## config.mk

```make
export PLATFORM = sky130hd
export DESIGN_NAME = mux8_rr_arbiter
export DESIGN_NICKNAME = d
export VERILOG_FILES = /design/src/rtl/mux8_rr_arbiter.sv
export SDC_FILE = /design/constraint.sdc
export NUM_CORES = 1
export LEC_CHECK = 0
export ABC_AREA = 1
export CAP_MARGIN = 5
export CORE_MARGIN = 5
export CORE_UTILIZATION = 30
export DETAILED_ROUTE_END_ITERATION = 10
export MAX_ROUTING_LAYER = met4
export PLACE_DENSITY = 0.56
export SLEW_MARGIN = 20
export SYNTH_ARGS = -nofsm -noshare
export SYNTH_HDL_FRONTEND = slang
export SYNTH_SLANG_ARGS = --single-unit
export TNS_END_PERCENT = 5
```

## constraint.sdc

```tcl
create_clock -name clk -period 3.1 [get_ports clk]
set_input_delay 0.62 -clock clk [delete_from_list [all_inputs] [get_ports clk]]
set_output_delay 0.62 -clock clk [all_outputs]
set_load 0.05 [all_outputs]
```

## src/rtl/mux8_rr_arbiter.sv

```systemverilog
// Round-robin arbiter sharing one mux8 between eight requesters.
// Define MUX8_ARB_PREEMPT_EN to force rotation after MAX_HOLD grant cycles.
module mux8_rr_arbiter #(
    parameter int MAX_HOLD = 4
) (
    input  logic       clk,
    input  logic       rst,
    input  logic [7:0] req,
    output logic [2:0] sel,
    output logic [7:0] gnt,
    output logic       gnt_valid
);

    typedef enum logic {
        IDLE,
        GRANT
    } state_t;

    state_t     state, state_nx;
    logic [2:0] ptr, ptr_nx;
    logic [2:0] sel_nx;
    logic [7:0] gnt_nx;
    logic       vld_nx;
    logic [7:0] cand;
    logic [2:0] pick;
    logic       do_grant;

`ifdef MUX8_ARB_PREEMPT_EN
    localparam logic [7:0] HOLD_LAST = 8'(MAX_HOLD - 1);
    logic [7:0] hold_cnt, hold_nx;
    logic [7:0] others;
`endif

    // First set bit of r, scanning p+1, p+2, ... wrapping; p itself is last.
    function automatic logic [2:0] rr_pick(input logic [7:0] r,
                                           input logic [2:0] p);
        logic [2:0] idx;
        logic       found;
        rr_pick = p;
        found   = 1'b0;
        for (int k = 1; k <= 8; k++) begin
            idx = p + 3'(k);
            if (!found && r[idx]) begin
                rr_pick = idx;
                found   = 1'b1;
            end
        end
    endfunction

`ifdef MUX8_ARB_PREEMPT_EN
    assign others = req & ~(8'd1 << sel);
    assign cand   = (state == GRANT && req[sel]) ? others : req;
`else
    assign cand   = req;
`endif

    assign pick = rr_pick(cand, ptr);

    always_comb begin
        state_nx = state;
        ptr_nx   = ptr;
        sel_nx   = sel;
        gnt_nx   = gnt;
        vld_nx   = gnt_valid;
        do_grant = 1'b0;
`ifdef MUX8_ARB_PREEMPT_EN
        hold_nx  = hold_cnt;
`endif
        unique case (state)
            IDLE: begin
                if (|req) do_grant = 1'b1;
            end
            GRANT: begin
                if (req[sel]) begin
`ifdef MUX8_ARB_PREEMPT_EN
                    if (hold_cnt == HOLD_LAST) begin
                        if (|others) do_grant = 1'b1;
                        else hold_nx = 8'd0;
                    end else if (hold_cnt != 8'hFF) begin
                        hold_nx = hold_cnt + 8'd1;
                    end
`endif
                end else if (|req) begin
                    do_grant = 1'b1;
                end else begin
                    state_nx = IDLE;
                    gnt_nx   = 8'h00;
                    vld_nx   = 1'b0;
                end
            end
        endcase
        if (do_grant) begin
            state_nx = GRANT;
            ptr_nx   = pick;
            sel_nx   = pick;
            gnt_nx   = 8'd1 << pick;
            vld_nx   = 1'b1;
`ifdef MUX8_ARB_PREEMPT_EN
            hold_nx  = 8'd0;
`endif
        end
    end

    always_ff @(posedge clk) begin
        if (rst) begin
            state     <= IDLE;
            ptr       <= 3'd7;
            sel       <= 3'd0;
            gnt       <= 8'h00;
            gnt_valid <= 1'b0;
`ifdef MUX8_ARB_PREEMPT_EN
            hold_cnt  <= 8'd0;
`endif
        end else begin
            state     <= state_nx;
            ptr       <= ptr_nx;
            sel       <= sel_nx;
            gnt       <= gnt_nx;
            gnt_valid <= vld_nx;
`ifdef MUX8_ARB_PREEMPT_EN
            hold_cnt  <= hold_nx;
`endif
        end
    end

endmodule

```

* After elaboration in Yosys (flattened, before gate mapping)
Index checks and enable logic that the tools add are counted.
Cells by class: add/subtract/negate cells 7, magnitude comparators 9, equal/unequal tests 2, shifts and indexed selects 1, mux-type cells 47, bitwise operators 1, reductions and logical operators 17
Operators with widths (number):
- $lt A3 B4 Y1 const B | 9
- $mux W8 | 4
- $bmux W1 S3 | 9
- $mux W1 | 25
- $mux W3 | 8
- $add A3 B3 Y3 const B | 4
- $reduce_or A8 Y1 | 1
- $shl A1 B3 Y8 const A | 1
- $logic_and A1 B1 Y1 | 7
- $logic_not A1 Y1 | 7
- $add A3 B2 Y3 const B | 2
- $ne A2 B2 Y1 const B | 2
- $add A3 B1 Y3 const B | 1
- $reduce_and A3 Y1 | 1
- $pmux W1 S2 | 1
- $reduce_bool A2 Y1 | 1
- $not A1 Y1 | 1
Storage, ports and cells: register bits after elaboration 16, input bits 10, output and inout bits 12

* Depth between registers and ports, before layout
Gate-level depths: netlist (run 1).
word-level depth 27, mapped depth 20, depth with buffers taken out 19

* Worst setup path after synthesis (run 1)
OpenSTA, ideal clock, no wires.
path type register to register, start register ptr[0], end register ptr[2], setup time 123 ps, arrival time 2216 ps, data required time 2977 ps, path slack 761 ps, cell stages (with the launch flop) 18, buffers on the path 1, path through dfxtp_1 inv_2 buf_6 ha_1 inv_2 nand3_1 nand2_1 nand2_1 nand2_4 nand3_2 nor2_4 nand4_4 nand2_1 inv_1 nand2_1 nand2_1 a21oi_1 o21ai_0
Between the ends: cells in the longest elaborated chain, start to end 25, elaborated cells between the ends (all ways) 52
Ends and longest elaborated chain:
- start: declaration | line 20 | logic [2:0] ptr, ptr_nx;
- start signal: assignment | line 116 | ptr <= ptr_nx;
- $add A3 B1 Y3 | line 42 | idx = p + 3'(k);
- $bmux W1 S3 | line 43 | if (!found && r[idx]) begin
- $mux W1 (not written as such) | line 43
- $mux W1 | line 43
- $logic_not A1 Y1 | line 43
- $logic_and A1 B1 Y1 | line 43
- $mux W1 | line 43
- $logic_not A1 Y1 | line 43
- [9 not listed]
- $logic_and A1 B1 Y1 | line 43
- $mux W1 | line 43
- $logic_not A1 Y1 | line 43
- $logic_and A1 B1 Y1 | line 43
- $mux W1 | line 43
- $logic_not A1 Y1 | line 43
- $logic_and A1 B1 Y1 | line 43
- $mux W3 (*) | line 43
Every way passes the cells marked *; elsewhere a longest branch is shown, timed or not. The select of a mux whose other input is x is not followed. A chain may end at the register's enable or synchronous reset.

* Worst setup path after layout (run 1)
start register ptr[1], end register gnt[4]
Between the ends: cells in the longest elaborated chain, start to end 27, elaborated cells between the ends (all ways) 54
Ends and longest elaborated chain:
- $add A3 B1 Y3 | line 42
- $bmux W1 S3 | line 43
- $mux W1 (not written as such) | line 43
- $mux W1 | line 43
- $logic_not A1 Y1 | line 43
- $logic_and A1 B1 Y1 | line 43
- $mux W1 | line 43
- $logic_not A1 Y1 | line 43
- [11 not listed]
- $logic_not A1 Y1 | line 43
- $logic_and A1 B1 Y1 | line 43
- $mux W1 | line 43
- $logic_not A1 Y1 | line 43
- $logic_and A1 B1 Y1 | line 43
- $mux W3 (*) | line 43
- $shl A1 B3 Y8 (*) | line 96 | gnt_nx = 8'd1 << pick;
- $mux W8 (*) | line 92 | if (do_grant) begin
- end signal: assignment | line 118 | gnt <= gnt_nx;
- end: declaration | line 10 | output logic [7:0] gnt,
Marks and branches as above.

==> results of run 1 <==
-- sequential cells by signal, summed over array words and instances (netlist names) --
register   count
sel            3
state          1
gnt            8
ptr            3
gnt_valid      1
-- through the flow --
| stage | setup slack [ns] | instances |
|---|---|---|
| after CTS | 0.561 | 350 |
| after global placement | 0.368 | 346 |
| after floorplan | 0.761 | 258 |
| after global routing | 0.272 | 350 |
| final | 0.592 | 350 |
| after detailed placement | 0.363 | 346 |
-- layout by cell type (no fill, tap or decap), types with 7 or more instances in the layout --
cell type         n
a21oi_1          15
clkdlybuf4s50_1  21
dfxtp_1          16
inv_1            23
inv_2             7
nand2_1          81
nand2_2          10
nand3_1          27
nand3_2          10
nor2_1           27
o21ai_0           7
-- worst min path at each step --
stage                                       from                     end  slack [ns]
after floorplan                 state$_SDFF_PP0_  gnt_valid$_SDFFE_PP0P_        0.51
after global placement       gnt[4]$_SDFFE_PP0P_     gnt[4]$_SDFFE_PP0P_        0.46
after detailed placement     gnt[7]$_SDFFE_PP0P_     gnt[7]$_SDFFE_PP0P_        0.46
after CTS                    gnt[7]$_SDFFE_PP0P_     gnt[7]$_SDFFE_PP0P_        0.47
after global routing      gnt_valid$_SDFFE_PP0P_  gnt_valid$_SDFFE_PP0P_        0.48
final                        gnt[7]$_SDFFE_PP0P_     gnt[7]$_SDFFE_PP0P_        0.47
-- layer usage --
layer	up-vias	global-route usage [%]	wire length [µm]
met5	-	-	0
met4	0	2.82	17
met3	2	1.63	77
met2	18	21.7	1920
met1	745	17.1	1930
li1	873	-	-
-- critical path: cells and delay by family (launching register included) --
family	cells	cell delay, ns
AOI/OAI and AO/OA	2	0.35
DFF	1	0.35
and+or+nand+nor	9	0.94
buffers and inverters	3	0.39
adders and majority gates	1	0.41
-- layout make-up --
type,count,area [µm²]
well taps,70,87.6
clock buffers,4,55.1
fillers,578,3170
flip-flops and latches,16,320
inverters,32,121
multi-input cells,203,1080
repair buffers,25,240
-- Yosys cell counts, types with 2 or more instances --
cell	n	area share, %
nand2_1	81	19
nand3_1	27	8.6
nor2_1	27	6.5
inv_1	23	5.5
dfxtp_1	16	20
a21oi_1	15	4.8
nand2_2	10	4.0
nand3_2	10	6.4
inv_2	7	1.7
o21ai_0	7	2.2
nand2_4	4	2.9
buf_4	3	1.4
nand4_1	3	1.2
o211ai_1	3	1.4
buf_2	2	0.64
ha_1	2	1.6
nor4_1	2	0.80
xor2_2	2	2.1
-- cells by family (layout without fill, tap and decap cells) --
group / Yosys count / after routing / synth area share (%)
buffers and inverters: 39 / 61 / 10.8
DFF: 16 / 16 / 20.4
adders and majority gates: 2 / 2 / 1.60
xor gates and xnor gates: 3 / 3 / 2.64
and+or+nand+nor: 170 / 170 / 54.7
AOI/OAI and AO/OA: 28 / 28 / 9.82
==> flow_summary.ini, run 1 <==
[critical_path]
crit_start = ptr[1]$_SDFFE_PP1P_
ff2ff_setup_slack_ns = 0.59
required_ns = 3.27
arrival_ns = 2.68
end_kind = register
r2r_cells = 15
start_kind = register
path_max_fanout = 8
path_cells = inv_2, ha_1, inv_2, nand3_1, nand2_1, nand2_1, nand2_4, nand3_2, nor2_4, nand4_4, clkinv_2, nand2_2, a21oi_1, nand3_1, a21oi_1
slowest_stage = ha_1
reg2reg_to = gnt[4]$_SDFFE_PP0P_
cp-endpoint = gnt[4]$_SDFFE_PP0P_
critPathMaxStageDelay_ns = 0.41
critical_path_class = register to register
reg2reg_from = ptr[1]$_SDFFE_PP1P_

[sta]
slew_headroom_pct = 66.1
setup_violations = 0
max_freq_mhz = 399
tightest_slew_ns = 0.507
clock_skew_ns = 0.00384
rsz0062_at_grt = false
hold_violations = 0
slew_violations = 0
tns_ns = 0
period_share_pct = 80.9
layout_min_cycle_time_ns = 2.51
holdWs_ns = 0.466

[grt]
antenna_found_initial = 0
grt_pass1_vias = 1512
grt_start_max_net_pins = 15
grtUsageTotal_pct = 13.1
grt_pass1_wl_mm = 6.84
gr-total-overflow = 0

[cts]
clock_latency_ns = 0.25
cts_made_buffers = 3
cts_hold_buf = 0
tritoncts = built
cts_root_buf = clkbuf_8
post_cts_resized = 0
clkSinkCount = 16
cts-htree-levels = 1
post-cts-setup-buffers = 0
clock_path_buffers = 2
clkSlewWorstSetupHoldPaths_ns = 0.07

[floorplan]
fp.coreArea_mm2 = 0.00507
start_util_pct = 30.9
num_io_pins = 22
die_w_um = 82.3
placement_rows = 26
die_area_mm2 = 0.00677
die_h_um = 82.3

[status]
status = complete, no violations

[route]
wl_per_cell_um = 11.3
drtIter0Drc = 79
num_vias = 1638
firstDrtPassIters = 5
postRouteAntennaNets = 0
routed_wl_mm = 3.95
drcViolationCount = 0
vias_per_cell = 4.68

[synth]
synth_fp_nets = 270
ys_seq_area_share_pct = 20.4
synth_cells = 258
ys.flop_type = dfxtp_1
avgSynthCellArea_um2 = 6.07
ys_types = 32
yosys_warnings = 0
ys_ff_latch = 16
synth-edff-count = 0
synthArstFlopShare_pct = 0
syn_area_mm2 = 0.00157

[layout]
layout-drive-gt1-share_pct = 16.8
area_growth_pct = 21.4
final_cell_area_mm2 = 0.00190
final_net_count = 293
diodes = 0
final_util_pct = 37.5

[placed_design]
port_buffers = 21
place.gp.congestion = 0.886
post-dp-hpwl_mm = 3.12
dpl_cell_area_mm2 = 0.00185

[job]
maxCapViolations = 0

[min_path]
min_path_type = register to register
min_delay_path_depth = 2
Power of run 1 is not shown: default switching activity piles up to over one toggle a cycle in this logic, so the estimate is an artifact.
==> inputs of run 2 (changes only) <==
==> constraint.sdc (replaced) <==
create_clock -name clk -period 2.4 [get_ports clk]
set_input_delay 0.48 -clock clk [delete_from_list [all_inputs] [get_ports clk]]
set_output_delay 0.48 -clock clk [all_outputs]
set_load 0.05 [all_outputs]
==> flow_summary.ini, run 2 (same netlist as run 1, synthesis figures left out) <==
[sta]
period_share_pct = 92.4
fin_ws_ns = 0.182
slew_headroom_pct = 63.2
tightest_slew_ns = 0.550
holdWs_ns = 0.467
layout_min_cycle_time_ns = 2.22
rsz0062_at_grt = true
clock_skew_ns = 0.00111
setup_violations = 0
hold_violations = 0
max_freq_mhz = 451
slew_violations = 0

[critical_path]
required_ns = 2.58
start_kind = register
ff2ff_setup_slack_ns = 0.18
reg2reg_from = ptr[0]$_SDFFE_PP1P_
path_cells = inv_2, ha_4, nand3_2, nand2_2, nand2_2, nand2_4, nand3_4, nor2_4, nand4_4, inv_4, nand2_1, nand2_2, nand3_2, nor2_2, nor2_1, nor2_1
crit_start = ptr[0]$_SDFFE_PP1P_
end_kind = register
path_max_fanout = 7
cp_top_family = simple AND/OR/NAND/NOR gates
critical_path_class = register to register
r2r_cells = 16
cp-endpoint = gnt[3]$_SDFFE_PP0P_
slowest_stage = dfxtp_2
arrival_ns = 2.40
cp.depth = 16
critPathMaxStageDelay_ns = 0.35
path_buf_inv = 2
path_common_cell = nand2_2
reg2reg_to = gnt[3]$_SDFFE_PP0P_

[cts]
cts_root_buf = clkbuf_8
cts_made_buffers = 3
clock_latency_ns = 0.25
tritoncts = built
cts-htree-levels = 1
cts_hold_buf = 0
clkSlewWorstSetupHoldPaths_ns = 0.06
clock_path_buffers = 2
clkSinkCount = 16

[layout]
final_cell_mix = nand2_1 (67), buf_4 (28), inv_1 (23), nor2_1 (23), nand2_2 (22)
area_growth_pct = 50.1
top_register = gnt
reg_top3 = gnt (8), ptr (3), sel (3)
fill_cells = 532
final_cell_area_mm2 = 0.00235
largest_reg_flops = 8
diodes = 0
layout-drive-gt1-share_pct = 33.7
final_net_count = 319
instances_no_fill = 376
final_common_cell = nand2_1

[grt]
grt_start_max_net_pins = 15
antenna_found_initial = 0
grtUsageTotal_pct = 13.8
grt_pass1_vias = 1629
grt_pass1_wl_mm = 7.28
gr-total-overflow = 0

[placed_design]
port_buffers = 21
dpl_cell_area_mm2 = 0.00197
post-dp-hpwl_mm = 3.25
place_ws_ns = -0.208
place.gp.congestion = 0.825
place_inst = 362

[job]
maxCapViolations = 0

[floorplan]
fp.coreArea_mm2 = 0.00507
die_area_mm2 = 0.00677
placement_rows = 26
die_w_um = 82.3
start_util_pct = 30.9
num_io_pins = 22
die_h_um = 82.3

[route]
vias_per_cell = 4.64
num_vias = 1746
drtIter0Drc = 87
firstDrtPassIters = 4
postRouteAntennaNets = 0
drcViolationCount = 0
routed_wl_mm = 4.33
wl_per_cell_um = 11.5

[status]
status = complete, no violations

[min_path]
min_path_type = register to register
[run 2: worst min-delay path by stage]
stage / slack, ns / depth (start not counted) / from / end
finish: 0.47 / 2 / gnt[6]$_SDFFE_PP0P_ / gnt[6]$_SDFFE_PP0P_
global route: 0.49 / 2 / gnt[6]$_SDFFE_PP0P_ / gnt[6]$_SDFFE_PP0P_
detailed placement: 0.46 / 2 / gnt_valid$_SDFFE_PP0P_ / gnt_valid$_SDFFE_PP0P_
floorplan: 0.51 / 3 / state$_SDFF_PP0_ / gnt_valid$_SDFFE_PP0P_
global placement: 0.46 / 2 / gnt[5]$_SDFFE_PP0P_ / gnt[5]$_SDFFE_PP0P_
CTS: 0.47 / 2 / gnt_valid$_SDFFE_PP0P_ / gnt_valid$_SDFFE_PP0P_
[run 2: layer usage]
layer	global-route usage, %	wire [µm]
met1	17.8	2060
met3	1.63	67
met2	23.6	2180
met4	1.99	14
met5	-	0
[run 2: final cells by class]
type | count | area (µm²) | area share (%)
inverter | 32 | 133 | 5.64
clock buffer | 4 | 55.1 | 2.34
timing repair buffer | 51 | 467 | 19.9
tap | 70 | 87.6 | 3.73
multi-input combinational | 203 | 1290 | 54.7
sequential | 16 | 323 | 13.7
[run 2: metrics by stage]
stage	setup TNS [ns]	utilization [%]
global route	-0.0519	46.3
detailed placement	-1.86	38.8
finish	0	46.3
global placement	-1.62	38.8
CTS	0	40.1
floorplan	0	-
[run 2: repair_timing]
item,4_1_cts,5_1_grt
pin swaps,0,19
buffers inserted,2,8
gates resized for setup,0,64
endpoints found under the setup margin,3,14
[run 2: worst min-delay path: cells and delay by family, from the launching register on]
| kind | cells | cell delay (ns) |
|---|---|---|
| AOI/OAI and AO/OA | 1 | 0.05 |
| DFF | 1 | 0.31 |
| and+or+nand+nor | 1 | 0.06 |
Power of run 2 is left out for the same reason.
